File: src/rtl/defs_pkg.sv
// Shared types and encodings for the multicycle CPU control path.
// State, opcode, ALU, flag and control-word definitions used by control_unit and its bench.
package defs_pkg;

    typedef enum logic [3:0] {
        OP_LI   = 4'd0,
        OP_ADDI = 4'd1,
        OP_LW   = 4'd2,
        OP_SW   = 4'd3,
        OP_ADD  = 4'd4,
        OP_SUB  = 4'd5,
        OP_AND  = 4'd6,
        OP_OR   = 4'd7,
        OP_XOR  = 4'd8,
        OP_SLL  = 4'd9,
        OP_SRL  = 4'd10,
        OP_SRA  = 4'd11,
        OP_LINK = 4'd12,
        OP_JMP  = 4'd13,
        OP_JPR  = 4'd14,
        OP_BRH  = 4'd15
    } opcode_t;

    typedef enum logic [3:0] {
        ALU_ADD = 4'd0,
        ALU_SUB = 4'd1,
        ALU_AND = 4'd2,
        ALU_OR  = 4'd3,
        ALU_XOR = 4'd4,
        ALU_SLL = 4'd5,
        ALU_SRL = 4'd6,
        ALU_SRA = 4'd7
    } alu_opcode_t;

    typedef enum logic [3:0] {
        FETCH,
        DECODE,
        WB_LI,
        EXEC_ADDI,
        WB_ADDI,
        EXEC_ALU,
        WB_ALU,
        EXEC_LW,
        MEM_LW,
        WB_LW,
        EXEC_SW,
        MEM_SW,
        EXEC_LINK,
        EXEC_JMP,
        EXEC_JPR,
        EXEC_BRH
    } state_t;

    typedef struct packed {
        logic zero;
        logic neg;
        logic carry;
        logic ovf;
    } alu_flags_t;

    typedef struct packed {
        logic        ROM_read;
        logic        IR_load;
        logic        PC_write;
        logic        PC_sel;
        logic [1:0]  ADDER_sel;
        logic        AB_load;
        logic        RF_write;
        logic [1:0]  REGW_sel;
        logic        ACC_load;
        logic        FLAG_load;
        logic        ALU_sel;
        alu_opcode_t ALU_op;
        logic        MAR_load;
        logic        MEM_read;
        logic        MDR_load;
        logic        MEM_write;
        logic        REG2_sel;
    } ctrl_sig_t;

    // Branch condition codes (IR[11:9])
    localparam logic [2:0] COND_Z  = 3'b000;
    localparam logic [2:0] COND_NZ = 3'b001;
    localparam logic [2:0] COND_LT = 3'b010;
    localparam logic [2:0] COND_GE = 3'b011;
    localparam logic [2:0] COND_C  = 3'b100;
    localparam logic [2:0] COND_NC = 3'b101;
    localparam logic [2:0] COND_N  = 3'b110;
    localparam logic [2:0] COND_AL = 3'b111;

    localparam logic [1:0] REGW_ACC = 2'd0;
    localparam logic [1:0] REGW_IMM = 2'd1;
    localparam logic [1:0] REGW_MDR = 2'd2;
    localparam logic [1:0] REGW_PC  = 2'd3;

    localparam logic [1:0] ADDER_PC_INC  = 2'd0;
    localparam logic [1:0] ADDER_PC_IMM  = 2'd1;
    localparam logic [1:0] ADDER_REG_IMM = 2'd2;

endpackage

File: src/rtl/cond_eval.sv
// Branch-condition evaluator: decides whether BRH is taken from cond and the registered ALU flags.
module cond_eval
    import defs_pkg::*;
(
    input  logic [2:0] cond,
    input  alu_flags_t flags,
    output logic       taken
);

    always_comb begin
        taken = 1'b0;
        case (cond)
            COND_Z:  taken = flags.zero;
            COND_NZ: taken = ~flags.zero;
            COND_LT: taken = flags.neg ^ flags.ovf;
            COND_GE: taken = ~(flags.neg ^ flags.ovf);
            COND_C:  taken = flags.carry;
            COND_NC: taken = ~flags.carry;
            COND_N:  taken = flags.neg;
            COND_AL: taken = 1'b1;
            default: taken = 1'b0;
        endcase
    end

endmodule

File: src/rtl/control_unit.sv
// Multicycle CPU control FSM: sequences fetch/decode/execute/memory/writeback and
// produces the datapath control word, a retire pulse and a retired-instruction count.
module control_unit
    import defs_pkg::*;
(
    input  logic        clk,
    input  logic        rst,
    input  logic        en,
    input  opcode_t     opcode,
    input  logic [2:0]  cond,
    input  alu_flags_t  flags,
    input  logic        mem_ready,
    output ctrl_sig_t   ctrl,
    output state_t      state,
    output logic        retire,
    output logic [15:0] icount
);

    state_t next_state;
    logic   taken;

    cond_eval u_cond_eval (
        .cond  (cond),
        .flags (flags),
        .taken (taken)
    );

    always_ff @(posedge clk or posedge rst) begin
        if (rst) begin
            state  <= FETCH;
            icount <= '0;
        end else if (en) begin
            state <= next_state;
            if (retire) begin
                icount <= icount + 16'd1;
            end
        end
    end

    always_comb begin
        next_state = state;
        ctrl       = '0;

        case (state)
            FETCH: begin
                ctrl.ROM_read  = 1'b1;
                ctrl.IR_load   = 1'b1;
                ctrl.PC_write  = 1'b1;
                ctrl.PC_sel    = 1'b0;
                ctrl.ADDER_sel = ADDER_PC_INC;
                next_state     = DECODE;
            end
            DECODE: begin
                ctrl.AB_load = 1'b1;
                case (opcode)
                    OP_LI:   next_state = WB_LI;
                    OP_ADDI: next_state = EXEC_ADDI;
                    OP_LW:   next_state = EXEC_LW;
                    OP_SW:   next_state = EXEC_SW;
                    OP_LINK: next_state = EXEC_LINK;
                    OP_JMP:  next_state = EXEC_JMP;
                    OP_JPR:  next_state = EXEC_JPR;
                    OP_BRH:  next_state = EXEC_BRH;
                    default: next_state = EXEC_ALU;
                endcase
            end
            WB_LI: begin
                ctrl.RF_write = 1'b1;
                ctrl.REGW_sel = REGW_IMM;
                next_state    = FETCH;
            end
            EXEC_ADDI: begin
                ctrl.ACC_load  = 1'b1;
                ctrl.FLAG_load = 1'b1;
                ctrl.ALU_sel   = 1'b1;
                ctrl.ALU_op    = ALU_ADD;
                next_state     = WB_ADDI;
            end
            WB_ADDI, WB_ALU: begin
                ctrl.RF_write = 1'b1;
                ctrl.REGW_sel = REGW_ACC;
                next_state    = FETCH;
            end
            EXEC_ALU: begin
                ctrl.ACC_load  = 1'b1;
                ctrl.FLAG_load = 1'b1;
                ctrl.ALU_sel   = 1'b0;
                // ADD..SRA are contiguous, so the ALU op is the offset from ADD
                ctrl.ALU_op    = alu_opcode_t'({1'b0, 3'(opcode - OP_ADD)});
                next_state     = WB_ALU;
            end
            EXEC_LW, EXEC_SW: begin
                ctrl.MAR_load  = 1'b1;
                ctrl.ADDER_sel = ADDER_REG_IMM;
                next_state     = (state == EXEC_LW) ? MEM_LW : MEM_SW;
            end
            MEM_LW: begin
                ctrl.MEM_read = 1'b1;
                ctrl.MDR_load = 1'b1;
                if (mem_ready) begin
                    next_state = WB_LW;
                end
            end
            WB_LW: begin
                ctrl.RF_write = 1'b1;
                ctrl.REGW_sel = REGW_MDR;
                next_state    = FETCH;
            end
            MEM_SW: begin
                ctrl.MEM_write = 1'b1;
                ctrl.REG2_sel  = 1'b1;
                if (mem_ready) begin
                    next_state = FETCH;
                end
            end
            EXEC_LINK: begin
                ctrl.RF_write = 1'b1;
                ctrl.REGW_sel = REGW_PC;
                next_state    = FETCH;
            end
            EXEC_JMP, EXEC_JPR, EXEC_BRH: begin
                ctrl.PC_sel    = 1'b1;
                ctrl.ADDER_sel = (state == EXEC_JPR) ? ADDER_REG_IMM : ADDER_PC_IMM;
                ctrl.PC_write  = (state == EXEC_BRH) ? taken : 1'b1;
                next_state     = FETCH;
            end
            default: next_state = FETCH;
        endcase

        retire = en && (next_state == FETCH);

        if (!en) begin
            ctrl.ROM_read  = 1'b0;
            ctrl.IR_load   = 1'b0;
            ctrl.PC_write  = 1'b0;
            ctrl.AB_load   = 1'b0;
            ctrl.RF_write  = 1'b0;
            ctrl.ACC_load  = 1'b0;
            ctrl.FLAG_load = 1'b0;
            ctrl.MAR_load  = 1'b0;
            ctrl.MEM_read  = 1'b0;
            ctrl.MDR_load  = 1'b0;
            ctrl.MEM_write = 1'b0;
        end

        // The state register already reads FETCH under reset, so the word must be forced quiet here
        if (rst) begin
            ctrl   = '0;
            retire = 1'b0;
        end
    end

endmodule

File: config.mk
export PLATFORM = sky130hd
export DESIGN_NAME = control_unit
export DESIGN_NICKNAME = d
export VERILOG_FILES = /design/src/rtl/defs_pkg.sv /design/src/rtl/cond_eval.sv /design/src/rtl/control_unit.sv
export SDC_FILE = /design/constraint.sdc
export NUM_CORES = 1
export LEC_CHECK = 0
export CAP_MARGIN = 5
export CORE_MARGIN = 1.5
export CORE_UTILIZATION = 46
export CTS_CLUSTER_SIZE = 28
export DETAILED_ROUTE_END_ITERATION = 16
export GPL_TIMING_DRIVEN = 0
export HOLD_SLACK_MARGIN = 0.03
export PLACE_DENSITY = 0.92
export SYNTH_ARGS = -nofsm -noshare
export SYNTH_HDL_FRONTEND = slang
export SYNTH_HIERARCHICAL = 1
export SYNTH_SLANG_ARGS = --single-unit
File: constraint.sdc
create_clock -name clk -period 5 [get_ports clk]
set_input_delay 1 -clock clk [delete_from_list [all_inputs] [get_ports clk]]
set_output_delay 1 -clock clk [all_outputs]
set_load 0.03 [all_outputs]
==> results.py, run 1 <==
metrics = {
    "run_status": {
        "outcome": "completed",
    },
    "timing": {
        "max_slew_margin_pct": 47.9,
        "fin_tns_setup_ns": 0,
        "setup_ws_ns": 0.783,
        "post-route-period-util_pct": 84.3,
        "clock.fmax_mhz": 237,
        "setup_viol": 0,
        "hold_viol": 0,
        "slew_viol_final": 0,
        "whs_ns": 0.478,
        "fin_skew_ns": 0.0114,
        "fin_crit_ns": 4.22,
        "tightest_slew_ns": 0.780,
        "rsz0062_at_grt": "false",
    },
    "cells_and_area": {
        "nFillCells": 223,
        "diodes": 0,
        "drive_gt1_share_pct": 8.81,
        "layoutNonFillerInstCount": 260,
        "syn_to_final_growth_pct": 45.6,
        "nets": 246,
    },
    "global_routing": {
        "grt_max_degree": 23,
        "grt_pass1_vias": 1279,
        "grt_pass1_wl_um": 5920,
        "grt_overflow": 0,
        "grt_util_all_layers_pct": 21.7,
        "antenna_found_initial": 0,
    },
    "floorplanning": {
        "chipHeight_um": 58.9,
        "start_util_pct": 47.8,
        "core_um2": 3000,
        "die_x_um": 58.9,
        "dieArea_um2": 3460,
        "rows": 20,
        "io_pins": 58,
    },
    "logic_synthesis": {
        "ys_types": 40,
        "ys_seq_area_share_pct": 34.9,
        "synth_top_family_by_area": "simple AND/OR/NAND/NOR gates",
        "ys_async_sr_fraction_pct": 100,
        "synth_nets": 185,
        "synth_seq_cells": 20,
        "synth_xor_area_share_pct": 11.0,
        "synthFlopType": "dfrtp_1",
        "synth.mux.area_fraction_pct": 1.57,
        "synthCells": 167,
        "synth-adder-area-share_pct": 2.62,
        "synth-simple-area-share_pct": 32.0,
        "synth_compound_area_share_pct": 10.8,
        "postSynthAreaPerCell_um2": 8.59,
        "syn_area_um2": 1440,
        "synth_edf_count": 0,
        "ys_warn_count": 6,
    },
    "critical_path": {
        "path_buf_inv": 3,
        "required_ns": 4.00,
        "critical_path.startpoint_type": "primary input",
        "cpPeakStageDelay_ns": 0.70,
        "r2r_slack_ns": 3.12,
        "r2r_end": "icount[11]",
        "crit_type": "in2out",
        "timing.rr.start": "state[0]",
        "cp_top_family": "buffers and inverters",
        "cp_max_fo": 22,
        "cp_slowest_cell": "clkdlybuf4s50_1",
        "cp.arrival_ns": 3.22,
        "crit_chain": "clkdlybuf4s50_1, inv_1, nand2_1, nor3_1, clkdlybuf4s50_1",
        "r2r_cells": 7,
        "crit_cells": 5,
        "cp-end-kind": "output pin",
        "cpMostUsedCell": "clkdlybuf4s50_1",
    },
    "worst_hold_path": {
        "whs_path_depth": 1,
        "hold_path.class": "reg2reg",
        "min_to": "icount[15]",
        "min_from": "icount[15]",
    },
    "cts": {
        "htree_levels": 1,
        "cts.sinks": 20,
        "cts_resized": 0,
        "cts_tree": "yes",
        "cts_max_path_buffers": 2,
        "ctsHoldBuffers": 0,
        "cts_buffers": 3,
        "post_cts_buffers": 0,
        "cts-root-buf": "clkbuf_4",
        "insertion_delay_ns": 0.31,
        "clkSlewWorstSetupHoldPaths_ns": 0.12,
    },
    "placed_design": {
        "place_ws_ns": 0.711,
        "gp_congestion": 0.913,
        "io_buffers": 56,
        "place_inst": 256,
        "dpl.hpwl_um": 2830,
    },
    "routing": {
        "drc_errors": 0,
        "vias": 1449,
        "routed_wl_um": 3620,
        "routedWlPerCell_um": 13.9,
        "drt_iter0_drc": 66,
        "drtAntennaViolNets": 0,
        "routed_via_density": 5.57,
        "firstDrtPassIters": 4,
    },
    "power": {
        "power_uw": 899,
        "p_leak_nw": 0.847,
        "peakVddDrop_v": 0.000216,
        "p_per_area_nw_per_um2": 430,
    },
    "run": {
        "maxCapViolCount": 0,
    },
}
[kinds of logic (layout without fill, tap and decap cells)]
logic type / Yosys count / count (layout)
compound gates: 24 / 24
xor+xnor: 18 / 18
fa+ha+maj: 3 / 3
buf+inv: 16 / 76
flops: 20 / 20
mux: 2 / 2
other cells: 1 / 1
simple gates: 83 / 83
[registers in the layout, indices dropped and copies added, names as in the netlist]
signal	count
state	4
icount	16
[layer usage]
metal  part of all wire (%)  GRT usage [%]  vias to the layer above
met4                    1.2           5.84                        0
met3                    5.4           4.18                        6
met2                     51           35.1                       53
met5                      0              0                        -
li1                       -              -                      697
met1                     43           29.7                      693
[cells in the mapped netlist (all sizes together) (4+ instances only)]
cell	number	share of area (%)
a21oi	8	2.8
nand4	8	3.5
nor3	7	3.2
xnor2	16	9.8
nor2b	4	1.7
dfrtp	20	35
and3	8	3.5
nor2	15	4.1
buf	9	5.1
nand2b	8	3.5
nand2	20	5.2
clkbuf	4	1.0
o21ai	7	2.4
[power breakdown]
group | internal [mW] | switching (mW) | leakage (nW)
clock | 0.0811 | 0.0502 | 0.0279
sequential | 0.192 | 0.0285 | 0.268
combinational | 0.221 | 0.325 | 0.551
[area by class of cell]
class                   instances  area [um^2]  share of cell area, %
inverters                       3         11.3                  0.539
well taps                      33         41.3                   1.98
clock inverters                 1         30.0                   1.44
plain buffers                  13         87.6                   4.19
flip-flops and latches         20          500                   24.0
multi-input cells             131          836                   40.0
clock buffers                   3         22.5                   1.08
repair buffers                 56          561                   26.8
[cell usage in the layout, fill, tap and decap left out, types with 6 or more instances in the layout]
cell              n
nand2_1          20
o21ai_0           7
clkdlybuf4s50_1  56
nor2_1           14
nand4_1           8
and3_1            8
nor3_1            6
nand2b_1          8
dfrtp_1          20
a21oi_1           8
xnor2_1          16
[worst max-delay path by stage]
stage	start	endpoint	slack [ns]
after floorplan	rst	ctrl[19]	1.63
after global routing	rst	ctrl[9]	0.56
after global placement	rst	ctrl[9]	0.73
final	rst	ctrl[9]	0.78
after detailed placement	rst	ctrl[9]	0.71
after CTS	rst	ctrl[9]	0.71
[through the flow]
step	util, %	cell area, um^2
2_1_floorplan	-	1440
3_3_place_gp	67.8	2040
3_5_place_dp	67.8	2040
4_1_cts	69.6	2090
5_1_grt	69.6	2090
6_report	69.6	2090
No activity file was read; power rests on OpenSTA's default activity.
==> inputs of run 2 (changes only) <==
- CORE_UTILIZATION: 46 -> 39
- PLACE_DENSITY: 0.92 -> 0.83
- clock period: 5 -> 3.38 ns (I/O delays scaled with it)
==> run 2 against run 1 <==
Effect of this change:
- clock skew down 0.0087 ns
- critical path depth up 1
- routed wire length up 1.7%
- first-iteration DRC count up 9.1%
- setup slack worse by 0.71 ns
- core utilization down 7.7 points
- register-to-register slack worse by 1.5 ns
- worst hold slack better by 0.027 ns
- final area up 1.9%
- power up 46%
- non-clock buffer count up 1
- critical endpoint is now ctrl[11]
==> results.py, run 2 (synthesis gave the netlist of run 1 again) <==
metrics = {
    "power": {
        "p_seq_share_pct": 25.2,
        "power_frac_clock_pct": 13.4,
        "p_int_uw": 715,
        "p_per_area_nw_per_um2": 617,
        "p_sw_uw": 599,
        "p_leak_nw": 0.894,
        "peakVddDrop_v": 0.000281,
        "p_sw_share_pct": 45.6,
        "power_mw": 1.31,
        "power_frac_comb_pct": 61.4,
    },
    "placed_design": {
        "io_buffers": 56,
        "dpl.hpwl_um": 2820,
        "gp_congestion": 0.812,
    },
    "critical_path": {
        "cpPeakStageDelay_ns": 0.65,
        "cp-end-kind": "output pin",
        "r2r_end": "icount[1]",
        "cp_slowest_cell": "clkdlybuf4s50_1",
        "r2r_slack_ns": 1.60,
        "required_ns": 2.70,
        "critical_path.startpoint_type": "primary input",
        "crit_type": "in2out",
        "r2r_cells": 6,
        "timing.rr.start": "state[0]",
        "cp_max_fo": 6,
        "crit_chain": "clkdlybuf4s50_1, and2b_2, nand2_1, a21oi_1, buf_4, clkdlybuf4s50_1",
        "cp.arrival_ns": 2.63,
        "cpMostUsedCell": "clkdlybuf4s50_1",
    },
    "worst_hold_path": {
        "min_to": "icount[12]",
        "whs_path_depth": 1,
        "min_from": "icount[12]",
        "hold_path.class": "reg2reg",
    },
    "cts": {
        "ctsHoldBuffers": 0,
        "cts_buffers": 3,
        "cts_max_path_buffers": 2,
        "cts.sinks": 20,
        "cts_tree": "yes",
        "clkSlewWorstSetupHoldPaths_ns": 0.07,
        "insertion_delay_ns": 0.25,
        "htree_levels": 1,
        "cts-root-buf": "clkbuf_8",
    },
    "routing": {
        "routed_wl_um": 3690,
        "drt_iter0_drc": 72,
        "drc_errors": 0,
        "routed_via_density": 5.08,
        "routedWlPerCell_um": 13.4,
        "firstDrtPassIters": 4,
        "drtAntennaViolNets": 0,
        "vias": 1393,
    },
    "floorplanning": {
        "rows": 21,
        "chipHeight_um": 63.7,
        "dieArea_um2": 4050,
        "start_util_pct": 41.7,
        "core_um2": 3440,
        "io_pins": 58,
        "die_x_um": 63.7,
    },
    "global_routing": {
        "grt_max_degree": 23,
        "grt_overflow": 0,
        "grt_util_all_layers_pct": 18.8,
        "grt_pass1_wl_um": 6090,
        "antenna_found_initial": 0,
        "grt_pass1_vias": 1300,
    },
    "timing": {
        "fin_crit_ns": 3.31,
        "fin_tns_setup_ns": 0,
        "clock.fmax_mhz": 302,
        "rsz0062_at_grt": "false",
        "setup_viol": 0,
        "hold_viol": 0,
        "slew_viol_final": 0,
        "fin_skew_ns": 0.00273,
        "post-route-period-util_pct": 97.9,
    },
    "cells_and_area": {
        "drive_gt1_share_pct": 11.0,
        "final_cell_mix": "49 x clkdlybuf4s50_1, 20 x dfrtp_1, 19 x nand2_1",
        "nFillCells": 301,
        "register_area_um2": 500,
        "final_common_cell": "clkdlybuf4s50_1",
        "top_regs": "icount (16), state (4)",
        "nets": 247,
        "multi_input_area_um2": 851,
        "largest-register": "icount",
        "largest_reg_flops": 16,
        "syn_to_final_growth_pct": 48.4,
        "diodes": 0,
    },
    "run": {
        "maxCapViolCount": 0,
    },
    "run_status": {
        "outcome": "completed",
    },
}
run 2: layout make-up:
cell class | count | area share [%]
buffer | 13 | 4.11
clock buffer | 4 | 2.59
inverter | 3 | 0.705
multi-input combinational | 131 | 40.0
sequential | 20 | 23.5
tap | 46 | 2.70
timing repair buffer | 57 | 26.4
run 2: per-stage QoR:
| stage | area [um^2] | hold slack, ns | cells | setup WS [ns] | util [%] |
|---|---|---|---|---|---|
| after floorplan | 1440 | 0.654 | 167 | 0.645 | - |
| after global placement | 2050 | 0.463 | 269 | -0.267 | 59.7 |
| after detailed placement | 2050 | 0.485 | 269 | -0.273 | 59.7 |
| after CTS | 2110 | 0.495 | 274 | 0.0232 | 61.4 |
| after global routing | 2130 | 0.513 | 274 | 0.0149 | 61.9 |
| final | 2130 | 0.504 | 274 | 0.0704 | 61.9 |
run 2: power by group through the flow:
stage	combinational (mW)	clock [mW]	sequential (mW)
global placement	0.790	0	0.330
detailed placement	0.798	0	0.335
finish	0.807	0.177	0.331
floorplan	0.451	0	0.417
global route	0.865	0.191	0.336
CTS	0.799	0.181	0.331
run 2: worst max path at each step:
stage / depth (start not counted) / to / startpoint / slack (ns)
final: 6 / ctrl[11] / rst / 0.07
after CTS: 6 / ctrl[21] / rst / 0.02
after global routing: 6 / ctrl[21] / rst / 0.01
after detailed placement: 5 / ctrl[9] / rst / -0.27
after global placement: 5 / ctrl[9] / rst / -0.27
after floorplan: 4 / ctrl[19] / state[2] / 0.65
run 2: worst max-delay path: cells and delay by family:
| family | cells | cell delay, ns |
|---|---|---|
| compound gates | 1 | 0.22 |
| simple gates | 2 | 0.41 |
| buf+inv | 3 | 1.32 |
run 2: what timing repair did:
| action | 4_1_cts | 5_1_grt |
|---|---|---|
| setup buffers | 1 | 0 |
| pin swaps | 2 | 0 |
| endpoints found under the setup margin | 6 | 2 |
| resized for setup | 8 | 4 |
| hold endpoints to repair | 0 | 0 |
run 2: layer usage:
layer,GRT usage (%),routed length (um)
met5,0,0
met3,2.32,101
met4,6.52,58
met1,25.3,1700
met2,31.1,1830
